**src/rtl/imem_loader_pkg.sv**
```systemverilog
// Shared definitions for the instruction-memory loader, the instruction
// memory itself and the bench: memory geometry and the loader state set.
package imem_loader_pkg;

  localparam int IMEM_DEPTH  = 256;
  localparam int IMEM_ADDR_W = 8;
  localparam int IMEM_DATA_W = 32;

  typedef enum logic [1:0] {
    ST_IDLE  = 2'd0,
    ST_CLEAR = 2'd1,
    ST_LOAD  = 2'd2,
    ST_DONE  = 2'd3
  } ldr_state_e;

endpackage

```
**src/rtl/imem_loader_if.sv**
```systemverilog
// Loader bus: the inbound instruction stream (valid/ready) and the outbound
// instruction-memory write port. The slave modport is the loader's view;
// the master modport is the view of the stream source / memory side.
interface imem_loader_if #(
  parameter int ADDR_W = 8,
  parameter int DATA_W = 32
);
  logic              s_valid_i;
  logic [DATA_W-1:0] s_data_i;
  logic              s_ready_o;
  logic              mem_we_o;
  logic [ADDR_W-1:0] mem_addr_o;
  logic [DATA_W-1:0] mem_data_o;

  modport slave (
    input  s_valid_i, s_data_i,
    output s_ready_o, mem_we_o, mem_addr_o, mem_data_o
  );

  modport master (
    output s_valid_i, s_data_i,
    input  s_ready_o, mem_we_o, mem_addr_o, mem_data_o
  );
endinterface

```
**src/rtl/imem_loader.sv**
```systemverilog
// Zero-fills the instruction memory, then writes a streamed program into it
// sequentially and releases the CPU start once the final write has landed.
// Memory port is registered (one cycle after the generating cycle); the
// stream is only accepted in LOAD, stalls are unbounded.
module imem_loader
  import imem_loader_pkg::*;
#(
  parameter int DEPTH  = IMEM_DEPTH,
  parameter int ADDR_W = IMEM_ADDR_W,
  parameter int DATA_W = IMEM_DATA_W
) (
  input  logic              clk_i,
  input  logic              rst_i,
  input  logic              load_req_i,
  input  logic [ADDR_W:0]   word_count_i,
  imem_loader_if.slave      bus,
  output logic              cpu_start_o,
  output logic              busy_o,
  output logic              err_o
);

  // Counter is one bit wider than the address so a full-depth load ends
  // without wrapping.
  localparam logic [ADDR_W:0] DEPTH_C = (ADDR_W+1)'(DEPTH);
  localparam logic [ADDR_W:0] LAST_C  = (ADDR_W+1)'(DEPTH - 1);

  ldr_state_e        r_state, w_state_nxt;
  logic [ADDR_W:0]   r_cnt, w_cnt_nxt;
  logic [ADDR_W:0]   r_target, w_target_nxt;
  logic              r_we, w_we_nxt;
  logic [ADDR_W-1:0] r_addr, w_addr_nxt;
  logic [DATA_W-1:0] r_data, w_data_nxt;
  logic              r_err, w_err_nxt;
  logic              r_start, w_start_nxt;
  logic              w_ready;
  logic              w_hs;

  assign w_ready = (r_state == ST_LOAD);
  assign w_hs    = w_ready && bus.s_valid_i;

  assign bus.s_ready_o  = w_ready;
  assign bus.mem_we_o   = r_we;
  assign bus.mem_addr_o = r_addr;
  assign bus.mem_data_o = r_data;
  assign cpu_start_o    = r_start;
  assign busy_o         = (r_state == ST_CLEAR) || (r_state == ST_LOAD);
  assign err_o          = r_err;

  // Next state plus next values of the counter and the registered memory port.
  always_comb begin
    w_state_nxt  = r_state;
    w_cnt_nxt    = r_cnt;
    w_target_nxt = r_target;
    w_we_nxt     = 1'b0;
    w_addr_nxt   = r_addr;
    w_data_nxt   = r_data;
    w_err_nxt    = r_err;
    unique case (r_state)
      ST_IDLE, ST_DONE: begin
        if (load_req_i) begin
          w_target_nxt = (word_count_i > DEPTH_C) ? DEPTH_C : word_count_i;
          w_err_nxt    = (word_count_i > DEPTH_C);
          w_cnt_nxt    = '0;
          w_state_nxt  = ST_CLEAR;
        end
      end
      ST_CLEAR: begin
        w_we_nxt   = 1'b1;
        w_addr_nxt = r_cnt[ADDR_W-1:0];
        w_data_nxt = '0;
        if (r_cnt == LAST_C) begin
          w_cnt_nxt   = '0;
          w_state_nxt = (r_target != '0) ? ST_LOAD : ST_DONE;
        end else begin
          w_cnt_nxt = r_cnt + 1'b1;
        end
      end
      ST_LOAD: begin
        if (w_hs) begin
          w_we_nxt   = 1'b1;
          w_addr_nxt = r_cnt[ADDR_W-1:0];
          w_data_nxt = bus.s_data_i;
          w_cnt_nxt  = r_cnt + 1'b1;
          if (r_cnt == (r_target - 1'b1)) begin
            w_state_nxt = ST_DONE;
          end
        end
      end
      default: w_state_nxt = ST_IDLE;
    endcase
    // Start rises one cycle after DONE is entered, so the last write has
    // already been presented; it drops as soon as DONE is left.
    w_start_nxt = (r_state == ST_DONE) && (w_state_nxt == ST_DONE);
  end

  // State register.
  always_ff @(posedge clk_i or posedge rst_i) begin
    if (rst_i) begin
      r_state <= ST_IDLE;
    end else begin
      r_state <= w_state_nxt;
    end
  end

  // Counter, target, error flag, start flag and registered memory port.
  always_ff @(posedge clk_i or posedge rst_i) begin
    if (rst_i) begin
      r_cnt    <= '0;
      r_target <= '0;
      r_we     <= 1'b0;
      r_addr   <= '0;
      r_data   <= '0;
      r_err    <= 1'b0;
      r_start  <= 1'b0;
    end else begin
      r_cnt    <= w_cnt_nxt;
      r_target <= w_target_nxt;
      r_we     <= w_we_nxt;
      r_addr   <= w_addr_nxt;
      r_data   <= w_data_nxt;
      r_err    <= w_err_nxt;
      r_start  <= w_start_nxt;
    end
  end

endmodule
```
**src/flat_wrapper.sv**
```systemverilog
// flat-port wrapper written by rule: the top's interface ports become plain ports
module imem_loader_flat import imem_loader_pkg::*;
#(
  parameter int DEPTH  = IMEM_DEPTH,
  parameter int ADDR_W = IMEM_ADDR_W,
  parameter int DATA_W = IMEM_DATA_W
)
  (clk_i, rst_i, load_req_i, word_count_i, cpu_start_o, busy_o, err_o, bus_s_valid_i, bus_s_data_i, bus_s_ready_o, bus_mem_we_o, bus_mem_addr_o, bus_mem_data_o);
  imem_loader_if #(.ADDR_W(ADDR_W), .DATA_W(DATA_W)) bus_i ();
  input  logic clk_i;
  input  logic rst_i;
  input  logic load_req_i;
  input  logic [ADDR_W:0] word_count_i;
  output logic cpu_start_o;
  output logic busy_o;
  output logic err_o;
  input wire logic [$bits(bus_i.s_valid_i)-1:0] bus_s_valid_i;
  input wire logic [$bits(bus_i.s_data_i)-1:0] bus_s_data_i;
  output wire logic [$bits(bus_i.s_ready_o)-1:0] bus_s_ready_o;
  output wire logic [$bits(bus_i.mem_we_o)-1:0] bus_mem_we_o;
  output wire logic [$bits(bus_i.mem_addr_o)-1:0] bus_mem_addr_o;
  output wire logic [$bits(bus_i.mem_data_o)-1:0] bus_mem_data_o;
  assign bus_i.s_valid_i = bus_s_valid_i;
  assign bus_i.s_data_i = bus_s_data_i;
  assign bus_s_ready_o = bus_i.s_ready_o;
  assign bus_mem_we_o = bus_i.mem_we_o;
  assign bus_mem_addr_o = bus_i.mem_addr_o;
  assign bus_mem_data_o = bus_i.mem_data_o;
  imem_loader #(.DEPTH(DEPTH), .ADDR_W(ADDR_W), .DATA_W(DATA_W)) u_core (.clk_i(clk_i), .rst_i(rst_i), .load_req_i(load_req_i), .word_count_i(word_count_i), .bus(bus_i), .cpu_start_o(cpu_start_o), .busy_o(busy_o), .err_o(err_o));
endmodule
```
**config.mk**
```make
export PLATFORM = sky130hd
export DESIGN_NAME = imem_loader_flat
export DESIGN_NICKNAME = d
export VERILOG_FILES = /design/src/rtl/imem_loader_pkg.sv /design/src/rtl/imem_loader_if.sv /design/src/rtl/imem_loader.sv /design/src/flat_wrapper.sv
export SDC_FILE = /design/constraint.sdc
export NUM_CORES = 1
export LEC_CHECK = 0
export BUFFER_PORTS_ARGS = -buffer_cell sky130_fd_sc_hd__buf_4
export CORE_ASPECT_RATIO = 1.25
export CORE_UTILIZATION = 55
export DETAILED_ROUTE_END_ITERATION = 6
export GPL_TIMING_DRIVEN = 0
export MAX_ROUTING_LAYER = met4
export PLACE_DENSITY = 0.93
export SLEW_MARGIN = 20
export SYNTH_ARGS = -nofsm -noshare
export SYNTH_HDL_FRONTEND = slang
export SYNTH_SLANG_ARGS = --single-unit
```
**constraint.sdc**
```tcl
create_clock -name clk_i -period 3.7 [get_ports clk_i]
set_input_delay 0.37 -clock clk_i [delete_from_list [all_inputs] [get_ports clk_i]]
set_output_delay 0.37 -clock clk_i [all_outputs]
set_load 0.05 [all_outputs]
```
# After elaboration in Yosys (flattened, before gate mapping)

Cells that the tools add are included.
W data, S select, Z words.

Equality and inequality tests: 8
Muxes and demuxes: 17
Add/subtract/negate cells: 2
$lt $le $gt $ge: 1
Reductions and logical operators: 10

Operators with widths:

| operator              | number |
|---|---|
| $pmux W32 S2          | 1 |
| $mux W9               | 4 |
| $mux W32              | 1 |
| $pmux W9 S3           | 1 |
| $pmux W8 S2           | 1 |
| $add A9 B1 Y9 const B | 1 |
| $eq A9 B8 Y1 const B  | 1 |
| $eq A9 B9 Y1          | 1 |
| $gt A9 B9 Y1 const B  | 1 |
| $reduce_bool A9 Y1    | 1 |
| $sub A9 B1 Y9 const B | 1 |
| $mux W2               | 4 |
| $mux W8               | 1 |
| $eq A2 B2 Y1 const B  | 3 |
| $pmux W2 S3           | 1 |
| $reduce_and A2 Y1     | 3 |
| $ne A2 B2 Y1 const B  | 2 |
| $eq A2 B1 Y1 const B  | 1 |
| $logic_and A1 B1 Y1   | 2 |
| $logic_not A2 Y1      | 1 |
| $mux W1               | 2 |
| $pmux W1 S2           | 1 |
| $reduce_bool A2 Y1    | 1 |
| $reduce_or A2 Y1      | 1 |
| $logic_or A1 B1 Y1    | 1 |

Logic and storage cells: 46
Output and inout port bits: 45
Flip-flop bits (word level): 63
Input port bits: 45

# Logic depth before layout (Yosys ltp)

Gate-level depths: netlist of run 1.

Word-level depth: 7
Gate-level depth with buffers: 11
Mapped depth without buffers: 11

# Least setup slack after synthesis of run 1

No wires, ideal clock.

Kind: reg-to-reg
Start: register u_core.r_state[0]
End: register u_core.r_addr[0] (netlist: u_core.bus.mem_addr_o[0])
Setup time: 0.125 ns
Cell stages (with the launch flop): 8
Clock period less this slack: 2.272 ns
Setup slack: 1.428 ns
Data arrival time: 2.147 ns
Required time: 3.575 ns
Cell sequence: dfrtp_1 > inv_1 > ha_1 > and2_1 > clkbuf_1 > a21oi_1 > clkbuf_1 > mux2_2

Word-level cells in the longest chain between the ends: 4

RTL lines:

| what                        | line               | text |
|---|---|---|
| from (decl)                 | imem_loader.sv:27  | `ldr_state_e r_state, w_state_nxt;` |
| from (signal assigned)      | imem_loader.sv:101 | `r_state <= w_state_nxt;` |
| $eq A2 B2 Y1 *              | imem_loader.sv:38  | `assign w_ready = (r_state == ST_LOAD);` |
| via bus_s_ready_o           | flat_wrapper.sv:19 | `output wire logic [$bits(bus_i.s_ready_o)-1:0] bus_s_ready_o;` |
| $logic_and A1 B1 Y1         | imem_loader.sv:39  | `assign w_hs = w_ready && bus.s_valid_i;` |
| $ne A2 B2 Y1 (no line)      | -                  |  |
| $reduce_and A2 Y1 (no line) | -                  |  |
| to (signal assigned)        | imem_loader.sv:119 | `r_addr <= w_addr_nxt;` |
| to (decl)                   | imem_loader.sv:31  | `logic [ADDR_W-1:0] r_addr, w_addr_nxt;` |

The timed path passes the listed nets; every way through them passes the cells marked *.
A chain may end at the register's enable or synchronous reset.

# Worst setup path after layout of run 1

Start: register u_core.r_cnt[0]
End: register u_core.r_cnt[3]

Word-level cells in the longest chain between the ends: 3

RTL lines:

| what                                                 | line                                                    | text |
|---|---|---|
| from (decl)                                          | imem_loader.sv:28                                       | `logic [ADDR_W:0] r_cnt, w_cnt_nxt;` |
| from (signal assigned)                               | imem_loader.sv:116                                      | `r_cnt <= w_cnt_nxt;` |
| $add A9 B1 Y9 / $eq A9 B8 Y1 (equally long branches) | imem_loader.sv:75, imem_loader.sv:83, imem_loader.sv:71 |  |
| $mux W9, on equally long branches                    | imem_loader.sv:79, imem_loader.sv:71                    |  |
| $pmux W9 S3 *                                        | imem_loader.sv:58                                       | `unique case (r_state)` |

Mark *: on every way between the ends. The rest lies on a longest branch, timed or not. The select of a mux whose other input is x is not followed.

==> run summary, run 1 <==
remaining global-route overflow: 0
predominant post-synthesis flop cell: dfrtp_1
Pwr per Cell Area: 751 nW/um2
Critical Path AT: 2.91 ns
number of synthesized flops with an enable pin: 0
RR Startpoint: u_core.r_cnt[0]
leakage power: 0.00184 uW
Die Ht: 82.7 um
VDD IR max: 0.531 mV
GRT Overall Usage: 0.293
combinational power share: 0.434
Final TNS setup: 0 ns
Max Cap Violations: 0
top cells by area, synth: dfrtp_1 55%, a22o_1 10%, o21ai_0 3.8%
CP endpoint kind: register
WL/cell: 17.1 um
Mapped Area: 2870 um2
met3 WL: 468 um
Yosys warnings: 0
top-area cell type share of the netlist area: 0.550
GPL Wtd Cong: 0.795
CP Launch Type: register
CTS Buf Count: 9
Initial Util: 0.568
mux cell area share after synthesis: 0.0428
first-pass iteration count of the detailed router: 4
Post-Syn Instances: 255
Port Buffers: 89
Synth Area in Compound Gates: 0.192
Synth Area in XOR/XNOR: 0.0306
fillers: 303
DR WL met2: 3620 um
clock group share of total power: 0.194
Slew HR: 0.497
Synth Area in Simple Gates: 0.127
Die Footprint: 5510 um2
worst clock skew: 0.00813 ns
CP required: 3.94 ns
NetSw: 1230 uW
Detail Route Antenna Nets: 0
area delta synth->final: 32.5%
Reg2Reg Capture Point: u_core.r_cnt[3]
met1 wire length: 2930 um
diode count: 0
Avg Vias per Cell: 5.91
min cycle time layout: 2.67 ns
Final Slew Violations: 0
layout cells sized above 1: 0.318
Sw Ratio: 0.433
Max Used Layer: met4
clock transition at the registers of the reported paths: 0.07 ns
CTS tree: yes
Fmax: 0.374 GHz
CTS root buf: clkbuf_8
Final HPWL DP: 4940 um
internal power: 1620 uW
largest net degree at the start of global routing: 64
Hold Vio Cnt, Final: 0
initial DRC count: 111
DRT Wirelength: 7170 um
drt drc: 0
post-synthesis cell type count: 39
Setup Crit Path Kind: reg2reg
Sink Count: 63
final setup fails: 0
adder-cell share of the synthesized area: 0.0306
die span in x: 66.6 um
Final nets: 407
Setup WS pre-CTS: 1.11 ns
R2R depth: 11
area leader, netlist: dfrtp_1
RSZ-0062 raised after global routing: false
Worst Hold Class: in2async
H-Tree Level Count: 3
Post-CTS Setup Repair Bufs: 0
post-synthesis register bit count: 63
first-pass GRT wire length: 11500 um
Mean Syn Cell Area: 11.2 um2
I/O pin count: 90
core outline area: 5040 um2
Rows: 29
outcome: finished clean
vias in the first global route: 2455
worst slew pin tran: 0.747 ns
hold buffer count at cts: 0
largest family of logic cells by synthesized area: compound AO/OA/AOI/OAI gates
clk_lat worst skew: 0.33 ns
post-route setup slack: 1.03 ns
r2r setup slk: 1.03 ns
syn nets: 307
overall via count from detail_route: 2482
sequential power share: 0.371
Max clock buf depth: 2
ys async rst share: 1.00
CP Max Fanout: 7
Gates resized, CTS repair: 0
register area share after synthesis: 0.550
final critical-path share of the clock period: 0.722
initial antenna violation count: 0
[worst max-delay path by stage]
| stage | startpoint | to | depth (start not counted) |
|---|---|---|---|
| 2_1_floorplan | u_core.r_state[0] | u_core.bus.mem_addr_o[0] | 7 |
| 5_1_grt | u_core.r_cnt[0] | u_core.r_cnt[4] | 11 |
| 3_3_place_gp | rst_i | u_core.r_cnt[5] | 2 |
| 6_report | u_core.r_cnt[0] | u_core.r_cnt[3] | 11 |
| 4_1_cts | u_core.r_cnt[0] | u_core.r_cnt[3] | 11 |
| 3_5_place_dp | u_core.r_cnt[0] | u_core.r_cnt[2] | 11 |
[worst max-delay path: stages (launching register included)]
cell	delay [ns]
dfrtp_1	0.45
ha_1	0.25
and3_1	0.21
and3_1	0.22
nand3_1	0.14
inv_1	0.08
ha_1	0.21
nor2b_1	0.14
o21ai_1	0.18
nor2_1	0.42
nand2_1	0.09
o21ai_0	0.20
[cell families (layout without fill, tap and decap cells)]
logic type | count (synthesis) | in the layout
adder cells (fa/ha/maj) | 7 | 7
AO/OA/AOI/OAI | 76 | 76
flip-flops | 63 | 63
AND/OR/NAND/NOR | 68 | 68
XOR/XNOR | 10 | 10
buffers and inverters | 20 | 123
multiplexers | 11 | 11
[power groups by stage]
| stage | clock network (uW) | logic [uW] | registers [uW] |
|---|---|---|---|
| 2_1_floorplan | 0 | 329 | 1560 |
| 3_3_place_gp | 0 | 1190 | 1050 |
| 3_5_place_dp | 0 | 1230 | 1060 |
| 4_1_cts | 555 | 1240 | 1060 |
| 5_1_grt | 586 | 1310 | 1080 |
| 6_report | 555 | 1240 | 1060 |
[registers in the layout, indices dropped and copies added, names as in the netlist]
register	flops
u_core.cpu_start_o	1
u_core.bus.mem_data_o	32
u_core.r_cnt	9
u_core.bus.mem_we_o	1
u_core.err_o	1
u_core.r_target	9
u_core.r_state	2
u_core.bus.mem_addr_o	8
[cell type report]
type	count	area (um2)	share of cell area
flip-flops and latches	63	1580	0.415
multi-input cells	172	1210	0.320
repair buffers	89	668	0.176
clock buffers	14	183	0.0481
well taps	62	77.6	0.0204
inverters	10	40.0	0.0105
plain buffers	10	37.5	0.00988
[layer usage]
| metal | up-vias | GRT usage |
|---|---|---|
| met5 | - | - |
| met2 | 102 | 0.470 |
| met1 | 1227 | 0.352 |
| met4 | 0 | 0.157 |
| met3 | 16 | 0.0522 |
| li1 | 1137 | - |
[Yosys cell counts, types with 3 or more instances]
cell,number
a21oi_1,3
a22o_1,33
and3_1,4
clkbuf_1,10
dfrtp_1,63
ha_1,7
inv_1,10
mux2_1,3
mux2_2,7
nand2_1,18
nand2b_1,13
nand3_1,5
nor2_1,9
nor2b_1,3
nor3_1,3
o21ai_0,22
o21ai_1,4
o31ai_1,3
xnor2_1,7
xor2_1,3
[cells in the final DEF (no fill, tap or decap), types with 3 or more instances in the layout]
cell and n:
a21oi_1 3, a22o_1 33, and3_1 4, buf_4 89, clkbuf_1 11, clkbuf_8 13, dfrtp_1 63, ha_1 7
inv_1 9, mux2_1 3, mux2_2 7, nand2_1 18, nand2b_1 13, nand3_1 5, nor2_1 9, nor2b_1 3
nor3_1 3, o21ai_0 22, o21ai_1 4, o31ai_1 3, xnor2_1 7, xor2_1 3
[metrics by stage]
stage                     utilization  total power, uW  cell area (um2)  hold slack, ns  cells
final                           0.753             2850             3800           0.176    420
after CTS                       0.753             2850             3800           0.207    420
after floorplan                     -             1890             2870           0.495    255
after global placement          0.716             2250             3610           0.471    406
after detailed placement        0.717             2290             3610           0.483    406
after global routing            0.753             2970             3800           0.251    420
(Power assumes the default switching activity.)
==> run 2: changes to the inputs <==
Settings changed: CORE_UTILIZATION 55 to 46, PLACE_DENSITY 0.93 to 0.84.
Clock period 3.7 ns to 2.4 ns, I/O delays scaled along.
==> run summary, run 2 (same netlist as run 1, synthesis figures left out) <==
outcome: finished clean
Detail Route Antenna Nets: 0 (unchanged)
Final Slew Violations: 0 (unchanged)
critical-path cell list: inv_1, ha_1, or3b_4, or4_4, a211oi_2, nand3_1, o21ai_1
commonest cells after routing, fill and taps aside: 92 x buf_4, 63 x dfrtp_1, 33 x a22o_1
Die Footprint: 6550 um2 (+19%)
Reg2Reg Capture Point: u_core.r_state[0]
initial antenna violation count: 0 (unchanged)
Initial Util: 0.486 (-0.0821)
max FFs per register: 32 (unchanged)
Rows: 31 (+6.9%)
Pwr Total: 4600 uW (+61%)
overall via count from detail_route: 2423 (-2.4%)
end point of the critical path: u_core.r_state[0]
diode count: 0 (unchanged)
die span in x: 72.6 um (+9.1%)
I/O pin count: 90 (unchanged)
H-Tree Level Count: 3 (unchanged)
initial DRC count: 137 (+23%)
Slew HR: 0.477 (-0.0201)
Final nets: 412 (+1.2%)
VDD IR max: 0.658 mV (+24%)
clock transition at the registers of the reported paths: 0.08 ns (about the same)
vias in the first global route: 2524 (+2.8%)
Setup WS pre-CTS: -0.227 ns (-1.33 ns)
Setup Crit Path Kind: reg2reg
Fmax: 0.433 GHz (+16%)
drt drc: 0 (unchanged)
GRT Overall Usage: 0.237 (-0.0560)
RR Startpoint: u_core.r_target[0]
CP delay by family, top: simple AND/OR/NAND/NOR gates
CTS root buf: clkbuf_8
RSZ-0062 raised after global routing: true
Critical Path Stages: 7 (-4)
final critical-path share of the clock period: 0.961 (+0.239)
layout cells sized above 1: 0.359 (+0.0405)
GPL Wtd Cong: 0.904 (+14%)
area delta synth->final: 39.0%
leakage power: 0.00188 uW (+2.5%)
Slowest-stage cell, CP: or4_4
core outline area: 5900 um2 (+17%)
DRT Wirelength: 6860 um (-4.3%)
Max clock buf depth: 2 (unchanged)
Critical Path AT: 2.56 ns (-0.35 ns)
WL/cell: 15.3 um (-10%)
R2R depth: 7 (-4)
Final TNS setup: 0 ns (unchanged)
post-route setup slack: 0.0926 ns (-0.936 ns)
CP endpoint kind: register
first-pass iteration count of the detailed router: 4 (unchanged)
Sink Count: 63 (unchanged)
Avg Vias per Cell: 5.42 (-8.3%)
worst slew pin tran: 0.777 ns (+0.0299 ns)
min cycle time layout: 2.31 ns (-0.364 ns)
final setup fails: 0 (unchanged)
CP Launch Type: register
clk_lat worst skew: 0.34 ns (about the same)
commonest non-fill, non-tap cell in the layout: buf_4
worst clock skew: 0.00969 ns (+0.00156 ns)
Final HPWL DP: 4830 um (-2.1%)
Pwr per Cell Area: 1150 nW/um2 (+54%)
placed cell areas: 3670 um2 (+1.5%)
CP required: 2.65 ns (-1.29 ns)
Max Cap Violations: 0 (unchanged)
r2r setup slk: 0.09 ns (-0.94 ns)
CTS Buf Count: 9 (unchanged)
Hold Vio Cnt, Final: 0 (unchanged)
Die Ht: 90.3 um (+9.1%)
CP Max Fanout: 5 (-2)
remaining global-route overflow: 0 (unchanged)
Port Buffers: 89 (unchanged)
Worst Setup SP: u_core.r_target[0]
CP peak stage delay: 0.49 ns (+0.04 ns)
largest net degree at the start of global routing: 61 (-4.7%)
final instance area: 3990 um2 (+4.9%)
CTS tree: yes
first-pass GRT wire length: 11700 um (+1.7%)
Worst Hold Class: in2reg
CP Buf/Inv Count: 1 (unchanged)
[run 2: cell types whose count changed in the layout (fill, tap and decap cells not counted), moves of 2 or more]
cell	before	now
and3_1	4	2
and3_4	0	2
buf_4	89	92
bufinv_16	0	2
clkbuf_8	13	9
clkinv_4	0	2
ha_1	7	5
ha_2	0	2
[run 2: where the power goes]
group | switching, uW | total, uW | internal [uW]
sequential | 258 | 1610 | 1360
combinational | 1270 | 1970 | 701
clock | 429 | 1020 | 592
total | 1950 | 4600 | 2650
[run 2: what timing repair did]
action / in CTS / in global routing
gates cloned: 0 / 0
gates resized for setup: 3 / 13
pin swaps: 0 / 0
setup endpoints to repair: 8 / 17
setup buffers: 1 / 2
hold buffers: 1 / 0
hold endpoints to repair: 4 / 0
[run 2: area by class of cell]
class	instances	area (um2)
fill	454	1910
multi-input combinational	172	1280
sequential	63	1580
clock buffer	10	128
timing repair buffer	94	728
tap	82	103
inverter	10	40.0
clock inverter	6	93.8
buffer	10	38.8
[run 2: through the flow]
stage / hold slack (ns) / util / std cells
2_1_floorplan: 0.380 / - / 255
3_3_place_gp: 0.464 / 0.617 / 426
3_5_place_dp: 0.122 / 0.622 / 427
4_1_cts: 0.111 / 0.664 / 445
5_1_grt: 0.109 / 0.676 / 447
6_report: 0.118 / 0.676 / 447
[run 2: worst min-delay path by stage]
stage	to	from	depth (start not counted)	slack, ns
after floorplan	u_core.bus.mem_data_o[27]	bus_s_data_i[27]	1	0.38
after global placement	u_core.bus.mem_data_o[24]	bus_s_data_i[24]	2	0.46
after detailed placement	u_core.bus.mem_data_o[1]	rst_i	2	0.12
after CTS	u_core.bus.mem_data_o[5]	bus_s_data_i[5]	2	0.11
after global routing	u_core.bus.mem_data_o[2]	bus_s_data_i[2]	2	0.11
final	u_core.bus.mem_data_o[18]	bus_s_data_i[18]	2	0.12
[run 2: routing by layer]
| layer | part of all wire | track usage |
|---|---|---|
| met1 | 0.41 | 0.289 |
| met2 | 0.52 | 0.382 |
| met5 | 0 | - |
| met4 | 0.027 | 0.105 |
| met3 | 0.049 | 0.0446 |
==> run 3: changes to the inputs <==
Settings changed: RECOVER_POWER set to 50.
==> run summary, run 3 (same netlist as run 1, synthesis figures left out) <==
Avg Vias per Cell: 5.45 (+0.54%)
DRT Wirelength: 6910 um (+0.76%)
Hold Path Cell Cnt: 2 (unchanged)
Max Cap Violations: 0 (unchanged)
CP endpoint kind: register
worst slew pin tran: 1.44 ns (+0.661 ns)
I/O pin count: 90 (unchanged)
core outline area: 5900 um2 (unchanged)
Sink Count: 63 (unchanged)
outcome: finished clean
r2r setup slk: 0.09 ns (about the same)
Detail Route Antenna Nets: 0 (unchanged)
largest net degree at the start of global routing: 61 (unchanged)
overall via count from detail_route: 2436 (+0.54%)
Pwr per Cell Area: 1160 nW/um2 (+0.37%)
max FFs per register: 32 (unchanged)
layout cells sized above 1: 0.301 (-0.0575)
Port Buffers: 89 (unchanged)
Pwr Total: 4500 uW (-2.2%)
clk_lat worst skew: 0.34 ns (about the same)
Die Ht: 90.3 um (unchanged)
Hold Crit Endpoint: u_core.bus.mem_data_o[18]
Reg2Reg Capture Point: u_core.r_state[0]
GRT Overall Usage: 0.237 (unchanged)
vias in the first global route: 2524 (unchanged)
remaining global-route overflow: 0 (unchanged)
Final HPWL DP: 4830 um (unchanged)
hold_sp: bus_s_data_i[18]
Rows: 31 (unchanged)
GPL Wtd Cong: 0.904 (unchanged)
CP Buf/Inv Count: 1 (unchanged)
Slowest-stage cell, CP: or4_4
CTS Buf Count: 9 (unchanged)
initial DRC count: 140 (+2.2%)
Critical Path AT: 2.56 ns (about the same)
VDD IR max: 0.679 mV (+3.3%)
WL/cell: 15.5 um (+0.76%)
initial antenna violation count: 0 (unchanged)
final setup fails: 0 (unchanged)
fillers: 487 (+7.3%)
CP required: 2.65 ns (about the same)
critical-path cell list: inv_1, ha_1, or3b_4, or4_4, a211oi_2, nand3_1, o21ai_1
RR Startpoint: u_core.r_target[0]
Final nets: 412 (unchanged)
CP Max Fanout: 5 (unchanged)
area delta synth->final: 35.4%
CP Launch Type: register
Slew HR: 0.0410 (-0.436)
leakage power: 0.00179 uW (-5.0%)
final critical-path share of the clock period: 0.963 (+0.00182)
RSZ-0062 raised after global routing: true
Die Footprint: 6550 um2 (unchanged)
first-pass iteration count of the detailed router: 4 (unchanged)
CTS root buf: clkbuf_8
clock transition at the registers of the reported paths: 0.08 ns (about the same)
Fmax: 0.433 GHz (-0.19%)
Max clock buf depth: 2 (unchanged)
CP delay by family, top: simple AND/OR/NAND/NOR gates
Initial Util: 0.486 (unchanged)
Setup Crit Path Kind: reg2reg
diode count: 0 (unchanged)
drt drc: 0 (unchanged)
min cycle time layout: 2.31 ns (+0.00436 ns)
H-Tree Level Count: 3 (unchanged)
Hold Vio Cnt, Final: 0 (unchanged)
commonest cells after routing, fill and taps aside: 70 x buf_4, 63 x dfrtp_1, 33 x a22o_1
R2R depth: 7 (unchanged)
Final Slew Violations: 0 (unchanged)
Worst Hold Class: in2reg
worst clock skew: 0.00931 ns (-0.000373 ns)
CTS tree: yes
commonest non-fill, non-tap cell in the layout: buf_4
die span in x: 72.6 um (unchanged)
first-pass GRT wire length: 11700 um (unchanged)
CP peak stage delay: 0.49 ns (about the same)
Min Hold Slack: 0.118 ns (-0.000142 ns)
==> run 3: per-stage QoR <==
step                setup WS [ns]  utilization  cells  area (um2)  setup TNS (ns)
global route              -0.0429        0.659    447        3880         -0.0493
global placement           -0.184        0.617    426        3640           -3.16
CTS                        0.0105        0.664    445        3920               0
finish                     0.0883        0.659    447        3880               0
detailed placement         -0.227        0.622    427        3670           -1.29
floorplan                   0.128            -    255        2870               0
==> run 3: worst max-delay path by stage <==
| stage | slack [ns] | endpoint | startpoint | cells past startpoint |
|---|---|---|---|---|
| after floorplan | 0.13 | u_core.bus.mem_addr_o[0] | u_core.r_state[0] | 7 |
| after global placement | -0.18 | u_core.r_cnt[0] | u_core.r_cnt[0] | 10 |
| after detailed placement | -0.23 | u_core.r_cnt[0] | u_core.r_cnt[0] | 10 |
| after CTS | 0.01 | u_core.bus.mem_addr_o[0] | u_core.r_state[0] | 7 |
| after global routing | -0.04 | u_core.cpu_start_o | u_core.r_cnt[1] | 11 |
| final | 0.09 | u_core.r_state[0] | u_core.r_target[0] | 7 |
==> run 3: timing repair <==
action | 4_1_cts | 5_1_grt
pin swaps | 0 | 0
gates resized for setup | 3 | 13
hold buffers | 1 | 0
setup buffers | 1 | 2
setup endpoints to repair | 8 | 17
hold endpoints to repair | 4 | 0
==> run 3: routing by layer <==
layer  GRT usage  up-vias  share of wire
li1            -     1142              -
met1       0.289     1183           0.41
met2       0.382       92           0.52
met3      0.0446       19          0.046
met4       0.105        0          0.027
met5           -        -              0
==> run 3: power by group <==
group          switching [uW]  leakage (uW)  internal [uW]
logic                    1260      0.000896            601
registers                 257      0.000787           1360
clock network             429      0.000107            592
==> run 3: cell type report <==
type | instances | area [um2] | area share
Buffer | 10 | 38.8 | 0.00999
Clock buffer | 10 | 128 | 0.0329
Clock inverter | 6 | 93.8 | 0.0242
Inverter | 10 | 38.8 | 0.00999
Multi-Input combinational cell | 172 | 1280 | 0.329
Sequential cell | 63 | 1580 | 0.406
Tap cell | 82 | 103 | 0.0264
Timing Repair Buffer | 94 | 627 | 0.161
